**config.mk**
```make
export PLATFORM = sky130hd
export DESIGN_NAME = llr_pack_buf
export DESIGN_NICKNAME = d
export VERILOG_FILES = /design/src/rtl/llr_pack_buf.sv
export SDC_FILE = /design/constraint.sdc
export NUM_CORES = 1
export LEC_CHECK = 0
export BUFFER_PORTS_ARGS = -buffer_cell sky130_fd_sc_hd__buf_2
export CAP_MARGIN = 25
export CORE_MARGIN = 3
export CORE_UTILIZATION = 45
export DETAILED_ROUTE_END_ITERATION = 10
export SYNTH_ARGS = -nofsm -noshare
export SYNTH_HDL_FRONTEND = slang
export SYNTH_SLANG_ARGS = --single-unit
```
**constraint.sdc**
```tcl
create_clock -name clk -period 9.55 [get_ports clk]
set_input_delay 1.91 -clock clk [delete_from_list [all_inputs] [get_ports clk]]
set_output_delay 1.91 -clock clk [all_outputs]
set_load 0.1 [all_outputs]
```
**src/rtl/llr_pack_buf.sv**
```systemverilog
// llr_pack_buf: channel-side input stage of the decoder.
// Saturates serial channel LLRs to the internal width and packs LLR_NUM of
// them into one process-unit vector. Two ping-pong banks let the channel keep
// streaming while the downstream holds a vector. The last vector of each code
// frame is tagged with out_last.
module llr_pack_buf #(
  parameter int LLR_NUM   = 16,
  parameter int LLR_W     = 6,
  parameter int CH_W      = 8,
  parameter int FRAME_LEN = 1024
) (
  input  logic                      clk,
  input  logic                      rst_n,
  input  logic                      in_valid,
  output logic                      in_ready,
  input  logic signed [CH_W-1:0]    in_llr,
  output logic                      out_valid,
  input  logic                      out_ready,
  output logic [LLR_NUM*LLR_W-1:0]  out_llr,
  output logic                      out_last
);

  localparam int VEC_BITS  = LLR_NUM * LLR_W;
  localparam int VECS      = FRAME_LEN / LLR_NUM;
  localparam int FILL_W    = (LLR_NUM > 1) ? $clog2(LLR_NUM) : 1;
  localparam int CNT_W     = (VECS > 1) ? $clog2(VECS) : 1;
  localparam int SAT_MAX   = (1 << (LLR_W - 1)) - 1;

  // Symmetric clamp bounds expressed at the channel width.
  localparam logic signed [CH_W-1:0] CH_MAX = CH_W'(SAT_MAX);
  localparam logic signed [CH_W-1:0] CH_MIN = CH_W'(-SAT_MAX);

  localparam logic [FILL_W-1:0] FILL_LAST = FILL_W'(LLR_NUM - 1);
  localparam logic [CNT_W-1:0]  VEC_LAST  = CNT_W'(VECS - 1);

  // Ping-pong storage and its bookkeeping.
  logic [VEC_BITS-1:0] bank_q [2];
  logic [VEC_BITS-1:0] bank_d [2];
  logic [1:0]          full_q, full_d;
  logic                wr_sel_q, wr_sel_d;
  logic                rd_sel_q, rd_sel_d;
  logic [FILL_W-1:0]   fill_q, fill_d;
  logic [CNT_W-1:0]    vec_q, vec_d;

  logic signed [CH_W-1:0] clamp_ch;
  logic [LLR_W-1:0]       sat_llr;
  logic                   accept;
  logic                   drain;
  logic                   complete;

  // Clamp the channel LLR symmetrically so the most-negative code never appears.
  always_comb begin
    if (in_llr > CH_MAX) begin
      clamp_ch = CH_MAX;
    end else if (in_llr < CH_MIN) begin
      clamp_ch = CH_MIN;
    end else begin
      clamp_ch = in_llr;
    end
  end

  assign sat_llr = clamp_ch[LLR_W-1:0];

  // All handshake outputs come from registered state only; out_ready never
  // reaches in_ready combinationally.
  assign in_ready  = ~full_q[wr_sel_q];
  assign out_valid = full_q[rd_sel_q];
  assign out_llr   = bank_q[rd_sel_q];
  assign out_last  = out_valid && (vec_q == VEC_LAST);

  assign accept   = in_valid && in_ready;
  assign drain    = out_valid && out_ready;
  assign complete = accept && (fill_q == FILL_LAST);

  // Next-state: pack accepted LLRs, flip banks on completion and on drain.
  always_comb begin
    // NOTE: every signal gets a default first so no path leaves it unassigned
    // (which would infer a latch); blocking '=' is correct in combinational code.
    bank_d[0] = bank_q[0];
    bank_d[1] = bank_q[1];
    full_d    = full_q;
    wr_sel_d  = wr_sel_q;
    rd_sel_d  = rd_sel_q;
    fill_d    = fill_q;
    vec_d     = vec_q;

    if (accept) begin
      // Slot k sits at the MSB end for k=0, so it occupies LSB chunk LLR_NUM-1-k.
      bank_d[wr_sel_q][(LLR_NUM - 1 - int'(fill_q)) * LLR_W +: LLR_W] = sat_llr;
      fill_d = complete ? '0 : fill_q + 1'b1;
    end

    // A completing bank is never the draining bank: completion needs
    // full[wr_sel]=0 and drain needs full[rd_sel]=1, so both may fire together.
    if (complete) begin
      full_d[wr_sel_q] = 1'b1;
      wr_sel_d         = ~wr_sel_q;
    end

    if (drain) begin
      full_d[rd_sel_q] = 1'b0;
      rd_sel_d         = ~rd_sel_q;
      vec_d            = (vec_q == VEC_LAST) ? '0 : vec_q + 1'b1;
    end
  end

  // State registers with synchronous active-low reset.
  always_ff @(posedge clk) begin
    // NOTE: sequential state uses non-blocking '<=' so every register samples
    // the pre-edge values of the others.
    if (!rst_n) begin
      // NOTE: bank storage is reset explicitly so out_llr never carries X,
      // even before the first vector has been written.
      bank_q[0] <= '0;
      bank_q[1] <= '0;
      full_q    <= '0;
      wr_sel_q  <= 1'b0;
      rd_sel_q  <= 1'b0;
      fill_q    <= '0;
      vec_q     <= '0;
    end else begin
      bank_q[0] <= bank_d[0];
      bank_q[1] <= bank_d[1];
      full_q    <= full_d;
      wr_sel_q  <= wr_sel_d;
      rd_sel_q  <= rd_sel_d;
      fill_q    <= fill_d;
      vec_q     <= vec_d;
    end
  end

endmodule

```
### Yosys cells after proc, flatten, opt, wreduce, memory -nomap -nowiden

Memories as Yosys holds them, arrays and structs flattened. A register that Yosys moved wholly into a read port is not among the register bits.
Index checks and enable logic that the tools add are counted.

* $add $sub $neg: 4
* $mul: 1
* magnitude comparators: 8
* equality and inequality tests: 2
* shifts and indexed selects: 2
* mux-type cells: 24
* bitwise logic cells: 9
* reductions and logical operators: 7

Operators by type and width (count)
* 2-to-1 mux 96 bit: 3
* bitwise mux 192 bit: 1
* 2-to-1 mux 192 bit: 1
* demux 96 bit (select 1 bit): 1
* variable shift 6 x 33 -> 96 bit, first input constant: 1
* indexed part select 6 x 33 -> 96 bit: 1
* negator 9 -> 33 bit: 1
* 2-to-1 mux 6 bit: 3
* 2-to-1 mux 1 bit: 10
* > comparator 8 x 6 -> 1 bit, second input constant: 1
* less-than comparator 8 x 6 -> 1 bit, second input constant: 1
* multiplier 5 x 3 -> 8 bit, second input constant: 1
* logical AND 1 bit: 7
* adder 6 x 1 -> 6 bit, second input constant: 1
* == test 6 bit, second input constant: 1
* subtractor 4 x 4 -> 5 bit, first input constant: 1
* adder 4 x 1 -> 4 bit, second input constant: 1
* == test 4 bit, second input constant: 1
* less-than comparator 1 x 2 -> 1 bit, second input constant: 2
* 2-to-1 mux 2 bit: 2
* 2-to-1 mux 4 bit: 1
* NOT 1 bit: 3
* bitwise AND 2 bit: 1
* demux 1 bit (select 1 bit): 2
* other kinds (7): 9

* bits in registers: 14
* bits in writable memories: 192
* input bits: 12
* output and inout bits: 99
* logic and storage cells: 63
* memories: 1

Memories
* bank_q: words 2, bits a word 96, read ports 3, clocked after memory_dff 1, wr ports 2, line 37 `logic [VEC_BITS-1:0] bank_q [2];`

### Logic depth before layout (Yosys ltp)

Gate-level depths: netlist of the first run.

* depth after elaboration: 9
* mapped depth: 18
* mapped depth without buffers: 13

### Worst setup path before layout of the first run

Ideal clock, no wire load.

* kind: flip-flop to flip-flop
* start: reg fill_q[0]
* end: mem bank_q[0][59] (netlist bit)
* arrival: 4342 ps
* data required time: 9428 ps
* setup slack: 5086 ps
* cell stages (with the launch flop): 19
* path buffers: 5
* cells stage by stage: dfxtp_1 > buf_2 > inv_1 > clkbuf_1 > ha_1 > ha_1 > fa_1 > buf_4 > or4b_1 > nor2_1 > ha_1 > clkbuf_1 > clkinv_1 > nor3_1 > a21oi_1 > nor2_1 > buf_4 > nand2_1 > mux2i_1

RTL lines
* start: declaration: line 42 `logic [FILL_W-1:0] fill_q, fill_d;`
* start signal: assignment: line 127 `fill_q <= fill_d;`
* end: declaration: line 37

==> results_dict.tcl, run 1 <==
set metrics [dict create \
    final_common_cell "nand2_1" \
    critPathKind "reg -> reg" \
    fin_crit_sh_pct 61.5 \
    core_region_area_um2 23100 \
    post-place-cells 1583 \
    grt_first_pass_wirelength_um 48800 \
    rows 55 \
    antenna_violations_before_repair 0 \
    die_area_um2 25700 \
    die_width_um 160 \
    starting_density_of_the_core_pct 46.5 \
    post_cts.resized_instances 0 \
    grt_overflow 0 \
    achievable-frequency_mhz 170 \
    route.detailed.wl_per_inst_um 18.4 \
    grt_max_degree 66 \
    worstSkewPairLatency_ps 520 \
    met3_wirelength_um 1560 \
    m1WireLength_um 14200 \
    synth.net_count 1252 \
    worst_ep_arrival_time_ps 6270 \
    route.top_layer_used "met4" \
    route.vias.total 9155 \
    drtAntennaViolNets 0 \
    slew-limit-headroom_pct 23.1 \
    setup_tns_ps 0 \
    cellLeakagePower_nw 5.15 \
    die_height_um 160 \
    setup-violations-final 0 \
    skew_ps 11.6 \
    sink_count 207 \
    post_synth_inst_count 1228 \
    cts-hold-fix-buffers 0 \
    synth_top_area_cell "dfxtp_1" \
    synthesis.area_um2 10700 \
    diodes 0 \
    synth_edf_count 0 \
    top_cell_type_s_share_of_synthesized_area_pct 38.7 \
    slew_violations 0 \
    worst-slew-pin-transition_ps 1150 \
    synthDistinctLibCells 83 \
    worst_setup_hold_path_clk_slew_ps 60 \
    routabilityCongestion 0.965 \
    layout_common_cells "227 x nand2_1, 206 x dfxtp_1, 109 x buf_2" \
    synth.ff_latch_count 207 \
    cts-root-to-sink-buffers 3 \
    vdd_ir_drop_max_uv 122 \
    numPortBuffers 110 \
    drt_wl_total_um 29800 \
    initial_drt_markers 662 \
    finalHoldViolCount 0 \
    worst-path-max-fanout 28 \
    synth-async-reset-ratio_pct 0 \
    timing.critical_path.from_type "register" \
    route.detailed.drc 0 \
    dp.final_hpwl_um 20700 \
    timing.critical_path.to_type "register" \
    ys_warn_count 0 \
    power_density_nw_per_um2 164 \
    met2_wirelength_um 13300 \
    cts-buffers-inserted 23 \
    outcome "finished clean" \
    drt_pass1_iterations 8 \
    postCtsSetupBuffers 0 \
    worst-endpoint-required_ps 9940 \
    rsz0062_at_grt "false" \
    ys_seq_area_share_pct 38.7 \
    globalRouteTotalUtil_pct 22.9 \
    io_pins 111 \
    synth_area_per_cell_um2 8.73 \
    main_synth_ff_type "dfxtp_1" \
    area_delta_synth_final_pct 14.1 \
    vias_per_cell 5.64 \
    stdcell_count 1624 \
    cts_htree_levels 1 \
    maximum_capacitance_violations 0 \
    vias_in_the_first_global_route 8906 \
    num-nets-final 1321 \
    tritoncts "built" \
    hold_class "reg -> reg" \
    layout-drive-gt1-share_pct 22.3 \
    ctsRootBufferMaster "clkbuf_16" \
    post_synth_main_area_contributors "dfxtp_1 39%, mux2_2 10%, mux2i_1 9.6%, nand2_1 7.9%, nand3_1 3.6%" \
    finalWorstPathRequiredPeriod_ps 5880 \
]
flip-flops by register name, summed over array words and instances (netlist names), named ones only:
name / cells
bank_q: 192
vec_q: 6
fill_q: 4
full_q: 2
rd_sel_q: 1
wr_sel_q: 1
power by group:
group          leakage, nW  switching (mW)  internal (mW)  total (mW)
clock network        0.370           0.354          0.527       0.881
registers             1.67         0.00274          0.868       0.871
logic                 3.11           0.190         0.0615       0.252
total                 5.15           0.547           1.46        2.00
layout make-up:
cell class	count	area (um^2)
clock buffer	31	646
clock inverter	8	101
fill	2165	10800
inverter	13	48.8
multi-input combinational	929	6220
sequential	207	4150
tap	313	392
timing repair buffer	123	678
Yosys cell counts, drive strengths merged, types with 16 or more instances:
master	n
mux2	98
buf	30
dfxtp	207
nand3	77
mux2i	103
o21ai	64
nor2	69
a21oi	55
o31ai	16
nor3	39
clkbuf	49
nand2	227
cell families after synthesis:
| family | share of synthesized area, % |
|---|---|
| AOI/OAI and AO/OA | 14.7 |
| xor gates and xnor gates | 1.28 |
| adders and majority gates | 1.47 |
| buffers and inverters | 3.54 |
| DFF | 38.7 |
| muxes | 19.9 |
| and+or+nand+nor | 20.5 |
metal layers:
| layer | up-vias | global-route usage [%] |
|---|---|---|
| met5 | - | 0 |
| met4 | 0 | 6.63 |
| met3 | 60 | 3.40 |
| met2 | 270 | 36.0 |
| met1 | 4286 | 32.6 |
| li1 | 4539 | - |
per-stage QoR:
| step | hold slack, ps | setup slack, ps | util, % | area (um^2) | power [mW] |
|---|---|---|---|---|---|
| floorplan | 431 | 5090 | - | 10700 | 1.07 |
| global placement | 441 | 3670 | 49.6 | 11400 | 1.14 |
| detailed placement | 445 | 3840 | 49.7 | 11500 | 1.14 |
| CTS | 456 | 3820 | 52.9 | 12200 | 2.02 |
| global route | 478 | 3230 | 53.0 | 12200 | 2.08 |
| finish | 455 | 3670 | 53.0 | 12200 | 2.00 |
worst max-delay path, cell delays in order, from the launching register on:
cell and delay (ps):
dfxtp_1 790, inv_1 190, ha_1 320, ha_1 230
fa_1 420, buf_4 240, or4b_1 630, nor2_1 160
ha_1 480, clkinv_1 440, nor3_1 340, a21oi_1 230
nor2_2 800, nand3_1 280, mux2i_1 180
final timing paths:
kind / slack [ps] / start / to / cells past startpoint
min reg2reg: 450 / bank_q[1][41] / bank_q[1][41] / 2
min: 450 / bank_q[1][41] / bank_q[1][41] / 2
max reg2reg: 3670 / fill_q[2] / bank_q[1][50] / 14
max: 3670 / fill_q[2] / bank_q[1][50] / 14
Power figures use the tool's default switching activity.
==> run 2, diff against run 1 <==
Settings changed: ABC_AREA set to 1.
Clock period 9.55 ns to 5.9 ns, I/O delays scaled along.
==> run 2 against run 1 <==
Worst setup slack got worse by 2400 ps. Area after synthesis increased by 14%. Largest cell class unchanged. Critical path type unchanged. Highest routed layer unchanged. Fmax increased by 27%. Critical endpoint is now bank_q[1][36]. Clock skew increased by 8.3 ps. Combinational power increased to 2.6 times the previous value.
==> results_dict.tcl, run 2 <==
set metrics [dict create \
    finalHoldViolCount 0 \
    main_synth_ff_type "dfxtp_1" \
    slew_violations 0 \
    vdd_ir_drop_max_uv 168 \
    layout-drive-gt1-share_pct 12.1 \
    vias_in_the_first_global_route 10600 \
    number_of_buffer_and_inverter_stages_on_the_critical_path 5 \
    ys_seq_area_share_pct 33.8 \
    timing.critical_path.from_type "register" \
    post_cts.resized_instances 0 \
    finalWorstPathRequiredPeriod_ps 4620 \
    post_synth_most_frequent_cells "648 x nand2_1, 330 x inv_1, 325 x nor2_1" \
    critical_path.slowest_cell "dfxtp_1" \
    antenna_violations_before_repair 0 \
    die_height_um 171 \
    dp.final_hpwl_um 21700 \
    largest_registers "bank_q (192), vec_q (6), fill_q (4)" \
    rows 59 \
    tritoncts "built" \
    critPathKind "reg -> reg" \
    rsz0062_at_grt "false" \
    cts-buffers-inserted 26 \
    layout_common_cells "648 x nand2_1, 330 x inv_1, 322 x nor2_1" \
    synth-async-reset-ratio_pct 0 \
    regMostFlops "bank_q" \
    fin_crit_sh_pct 78.3 \
    cts_htree_levels 1 \
    synthDistinctLibCells 43 \
    cts-hold-fix-buffers 0 \
    num-nets-final 2081 \
    postCtsSetupBuffers 0 \
    io_pins 111 \
    area_taken_by_multi_input_logic_gates_um2 6390 \
    worst-path-max-fanout 17 \
    area_delta_synth_final_pct 12.0 \
    initial_drt_markers 789 \
    achievable-frequency_mhz 217 \
    die_width_um 171 \
    max_stage_delay_ps 820 \
    final_common_cell "nand2_1" \
    rr_worst_depth 17 \
    top_cell_type_s_share_of_synthesized_area_pct 33.8 \
    ctsRootBufferMaster "clkbuf_16" \
    regToRegSetupSlack_ps 1280 \
    vias_per_cell 4.84 \
    synth_edf_count 0 \
    worst_setup_hold_path_clk_slew_ps 60 \
    sink_count 207 \
    grt_first_pass_wirelength_um 53100 \
    grt_overflow 0 \
    grt_max_degree 109 \
    slew-limit-headroom_pct 29.2 \
    route.detailed.wl_per_inst_um 13.4 \
    routabilityCongestion 0.892 \
    route.detailed.drc 0 \
    critical_path.cell_chain "inv_2 > ha_1 > ha_1 > fa_1 > inv_1 > nand3_1 > nor2_2 > ha_1 > inv_1 > nor2_4 > buf_4 > inv_1 > o21ai_1 > nand2_1 > nand2_1 > nand2_1 > nor2_1" \
    core_region_area_um2 26400 \
    synthesis.area_um2 12300 \
    timing.critical_path.to_type "register" \
    drt_pass1_iterations 4 \
    final_core_utilization_pct 52.0 \
    family_with_the_most_delay_on_the_worst_path "adder cells" \
    synth_top_area_cell "dfxtp_1" \
    final-seq-area_um2 4150 \
    worstSkewPairLatency_ps 540 \
    starting_density_of_the_core_pct 46.4 \
    cts-root-to-sink-buffers 3 \
    drtAntennaViolNets 0 \
    hold_class "reg -> reg" \
    ys_warn_count 0 \
    synth_most_common_cell "nand2_1" \
    numPortBuffers 110 \
    synth.ff_latch_count 207 \
    min_path_cells 2 \
    cellLeakagePower_nw 7.49 \
    synth_area_per_cell_um2 6.14 \
    die_area_um2 29300 \
    setup_tns_ps 0 \
    setup-violations-final 0 \
    worst_ep_arrival_time_ps 5080 \
    largest_register_ff_count 192 \
    synth.net_count 2021 \
    worst-slew-pin-transition_ps 1060 \
    route.vias.total 11658 \
    globalRouteTotalUtil_pct 21.9 \
    outcome "finished clean" \
    fill_cells 2792 \
    skew_ps 20.0 \
    diodes 0 \
    post_synth_main_area_contributors "dfxtp_1 34%, nand2_1 20%, inv_1 10%, nor2_1 9.9%, o21ai_0 5.7%" \
    post_synth_inst_count 1997 \
    drt_wl_total_um 32300 \
    cp.depth 17 \
    maximum_capacitance_violations 0 \
    power_density_nw_per_um2 267 \
    worst-endpoint-required_ps 6360 \
]
[run 2: layer usage]
| layer | track usage, % | up-vias | share of wire (%) |
|---|---|---|---|
| li1 | - | 6169 | - |
| met1 | 30.7 | 5160 | 48 |
| met2 | 36.3 | 287 | 45 |
| met3 | 2.75 | 42 | 5.4 |
| met4 | 4.93 | 0 | 1.8 |
| met5 | 0 | - | 0 |
[run 2: power by group]
group | internal, mW | switching (mW) | total (mW)
clock | 0.958 | 0.626 | 1.58
combinational | 0.118 | 0.544 | 0.662
sequential | 1.42 | 0.00928 | 1.43
[run 2: metrics by stage]
step	instance area (um^2)	power [mW]	setup WS [ps]	hold slack (ps)	cells
after global placement	12900	2.12	1440	437	2363
after detailed placement	12900	2.12	1330	438	2364
after CTS	13700	3.71	1330	450	2411
final	13700	3.68	1280	453	2411
after global routing	13700	3.84	893	474	2411
after floorplan	12300	2.01	710	424	1997
[run 2: area by class of cell]
class | instances | share of cell area, %
Multi-Input combinational cell | 1361 | 46.5
Sequential cell | 207 | 30.2
Inverter | 340 | 9.29
Timing Repair Buffer | 121 | 4.77
Clock buffer | 36 | 5.37
Tap cell | 335 | 3.05
Clock inverter | 11 | 0.847
[run 2: worst reg2reg max path, stage by stage (launching register included)]
cell,delay (ps)
dfxtp_1,820
inv_2,300
ha_1,290
ha_1,200
fa_1,520
inv_1,70
nand3_1,120
nor2_2,70
ha_1,470
inv_1,230
nor2_4,330
buf_4,390
inv_1,140
o21ai_1,190
nand2_1,130
nand2_1,110
nand2_1,50
nor2_1,120
[run 2: worst paths after layout]
check                        to           from
setup / recovery  bank_q[1][36]      fill_q[0]
hold / removal    bank_q[1][84]  bank_q[1][84]
setup reg to reg  bank_q[1][36]      fill_q[0]
hold reg to reg   bank_q[1][84]  bank_q[1][84]
[run 2: cell families after synthesis]
logic type | count (synthesis) | share of synthesized area, %
mux | 2 | 0.184
xor+xnor | 1 | 0.0714
simple gates | 1133 | 41.2
fa+ha+maj | 12 | 1.28
compound gates | 213 | 9.18
buf+inv | 429 | 14.3
flops | 207 | 33.8
==> run 3, diff against run 2 <==
Settings changed: PLACE_DENSITY set to 0.66.
Clock period 5.9 ns to 4 ns, I/O delays scaled along.
==> run 3 against run 2 <==
Worst hold slack got worse by 2.8 ps. Clock skew down 6.6 ps. Critical endpoint is now bank_q[0][35]. Critical path depth unchanged. Largest cell class unchanged.
==> results_dict.tcl, run 3 (synthesized netlist as in run 2, its figures left out) <==
set metrics [dict create \
    rr_startpoint "fill_q[2]" \
    timing.critical_path.to_type "register" \
    cts-buffers-inserted 25 \
    route.detailed.wl_per_inst_um 13.4 \
    met2_wirelength_um 14600 \
    detailed_place.area_um2 13000 \
    skew_ps 13.4 \
    rows 59 \
    die_width_um 171 \
    vias_in_the_first_global_route 10970 \
    drt_wl_total_um 32500 \
    grt_max_degree 70 \
    critPathKind "reg -> reg" \
    max_stage_delay_ps 520 \
    dp.final_hpwl_um 22300 \
    min_path_cells 2 \
    cp.depth 17 \
    endpoint "bank_q[0][35]" \
    vdd_ir_drop_max_uv 299 \
    layout-drive-gt1-share_pct 12.8 \
    m1WireLength_um 15500 \
    tritoncts "built" \
    power_density_nw_per_um2 387 \
    grt_overflow 0 \
    final_common_cell "nand2_1" \
    cts-hold-fix-buffers 0 \
    grt_first_pass_wirelength_um 53900 \
    power.share.clock_pct 41.8 \
    post-place-cells 2381 \
    route.detailed.drc 0 \
    cts_htree_levels 1 \
    hold_class "reg -> reg" \
    stdcell_count 2429 \
    globalRouteTotalUtil_pct 22.2 \
    cpMostUsedCell "nand2_1" \
    route.top_layer_used "met4" \
    num-nets-final 2100 \
    power_report.internal_total_mw 3.64 \
    drt_pass1_iterations 5 \
    rr_worst_depth 17 \
    crit_start "fill_q[2]" \
    cts-root-to-sink-buffers 3 \
    area_delta_synth_final_pct 13.1 \
    outcome "finished clean" \
    family_with_the_most_delay_on_the_worst_path "adder cells" \
    antenna_violations_before_repair 0 \
    largest_register_ff_count 192 \
    core_region_area_um2 26400 \
    worst-path-max-fanout 15 \
    met3_wirelength_um 1560 \
    setup-violations-final 0 \
    die_area_um2 29300 \
    worst-endpoint-required_ps 4450 \
    worst_setup_hold_path_clk_slew_ps 60 \
    slew-limit-headroom_pct 40.7 \
    starting_density_of_the_core_pct 46.4 \
    regMostFlops "bank_q" \
    achievable-frequency_mhz 273 \
    sequentialPowerShare_pct 39.2 \
    worst_ep_arrival_time_ps 4110 \
    layout_common_cells "648 x nand2_1, 329 x inv_1, 322 x nor2_1" \
    ctsRootBufferMaster "clkbuf_16" \
    stdcell_area_um2 13900 \
    maximum_capacitance_violations 0 \
    dpl_worst_slack_ps 145 \
    finalHoldViolCount 0 \
    total_switching_power_mw 1.73 \
    critical_path.slowest_cell "fa_1" \
    io_pins 111 \
    rsz0062_at_grt "false" \
    sink_count 207 \
    largest_registers "bank_q (192), vec_q (6), fill_q (4)" \
    cellLeakagePower_nw 7.56 \
    critical_path.cell_chain "inv_2 > ha_1 > ha_1 > fa_1 > inv_1 > nand3_1 > nor2_2 > ha_2 > inv_2 > nor2_2 > buf_6 > nand3_1 > o21ai_1 > nand2_1 > nand2_1 > nand2_1 > nor2_1" \
    worstSkewPairLatency_ps 520 \
    number_of_buffer_and_inverter_stages_on_the_critical_path 4 \
    fin_crit_sh_pct 91.5 \
    route.vias.total 11800 \
    drtAntennaViolNets 0 \
    regToRegSetupSlack_ps 340 \
    slew_violations 0 \
    numPortBuffers 110 \
    worstReg2RegEnd "bank_q[0][35]" \
    die_height_um 171 \
    switching_share_of_total_power_pct 32.2 \
    timing.critical_path.from_type "register" \
    diodes 0 \
    initial_drt_markers 787 \
    vias_per_cell 4.86 \
    worst-slew-pin-transition_ps 889 \
    setup_slack_ps 341 \
    setup_tns_ps 0 \
    finalWorstPathRequiredPeriod_ps 3660 \
    power.share.combinational_pct 19.0 \
    routabilityCongestion 0.917 \
]
[run 3: worst min-delay path by stage]
stage	to	slack [ps]	start
after floorplan	bank_q[1][20]	420	bank_q[1][20]
after global placement	bank_q[1][84]	440	bank_q[1][84]
after detailed placement	bank_q[1][84]	440	bank_q[1][84]
after CTS	bank_q[1][20]	450	bank_q[1][20]
after global routing	bank_q[1][84]	480	bank_q[1][84]
final	bank_q[1][84]	450	bank_q[1][84]
[run 3: through the flow]
| stage | util, % | hold WS [ps] | power [mW] |
|---|---|---|---|
| finish | 52.5 | 450 | 5.37 |
| detailed placement | 49.3 | 440 | 3.16 |
| floorplan | - | 424 | 2.97 |
| global placement | 49.3 | 437 | 3.15 |
| global route | 52.5 | 480 | 5.57 |
| CTS | 52.4 | 452 | 5.41 |
[run 3: per-layer routing]
layer  GRT usage, %  vias up
met4           6.61        0
met1           30.3     5249
met3           2.96       63
li1               -     6217
met2           36.6      271
met5              0        -
[run 3: what timing repair did]
action | 4_1_cts | 5_1_grt
setup buffers | 0 | 3
endpoints found under the setup margin | 0 | 46
gates resized for setup | 0 | 3
[run 3: tightest hold or removal path, delay by kind of cell, from the launching register on]
kind | cells | cell delay (ps)
AO/OA/AOI/OAI | 1 | 50
buffers and inverters | 1 | 50
flip-flops | 1 | 310
[run 3: layout make-up]
cell class	instances	area, um^2
Timing Repair Buffer	141	840
Tap cell	335	419
Clock inverter	9	114
Multi-Input combinational cell	1361	6390
Sequential cell	207	4150
Fill cell	2729	12500
Clock buffer	36	697
Inverter	340	1280
[run 3: power by group through the flow]
stage	Combinational [mW]	Sequential [mW]	Clock, mW
floorplan	0.821	2.15	0
global placement	1.01	2.15	0
detailed placement	1.01	2.15	0
CTS	1.01	2.10	2.29
global route	1.09	2.10	2.37
finish	1.02	2.10	2.25
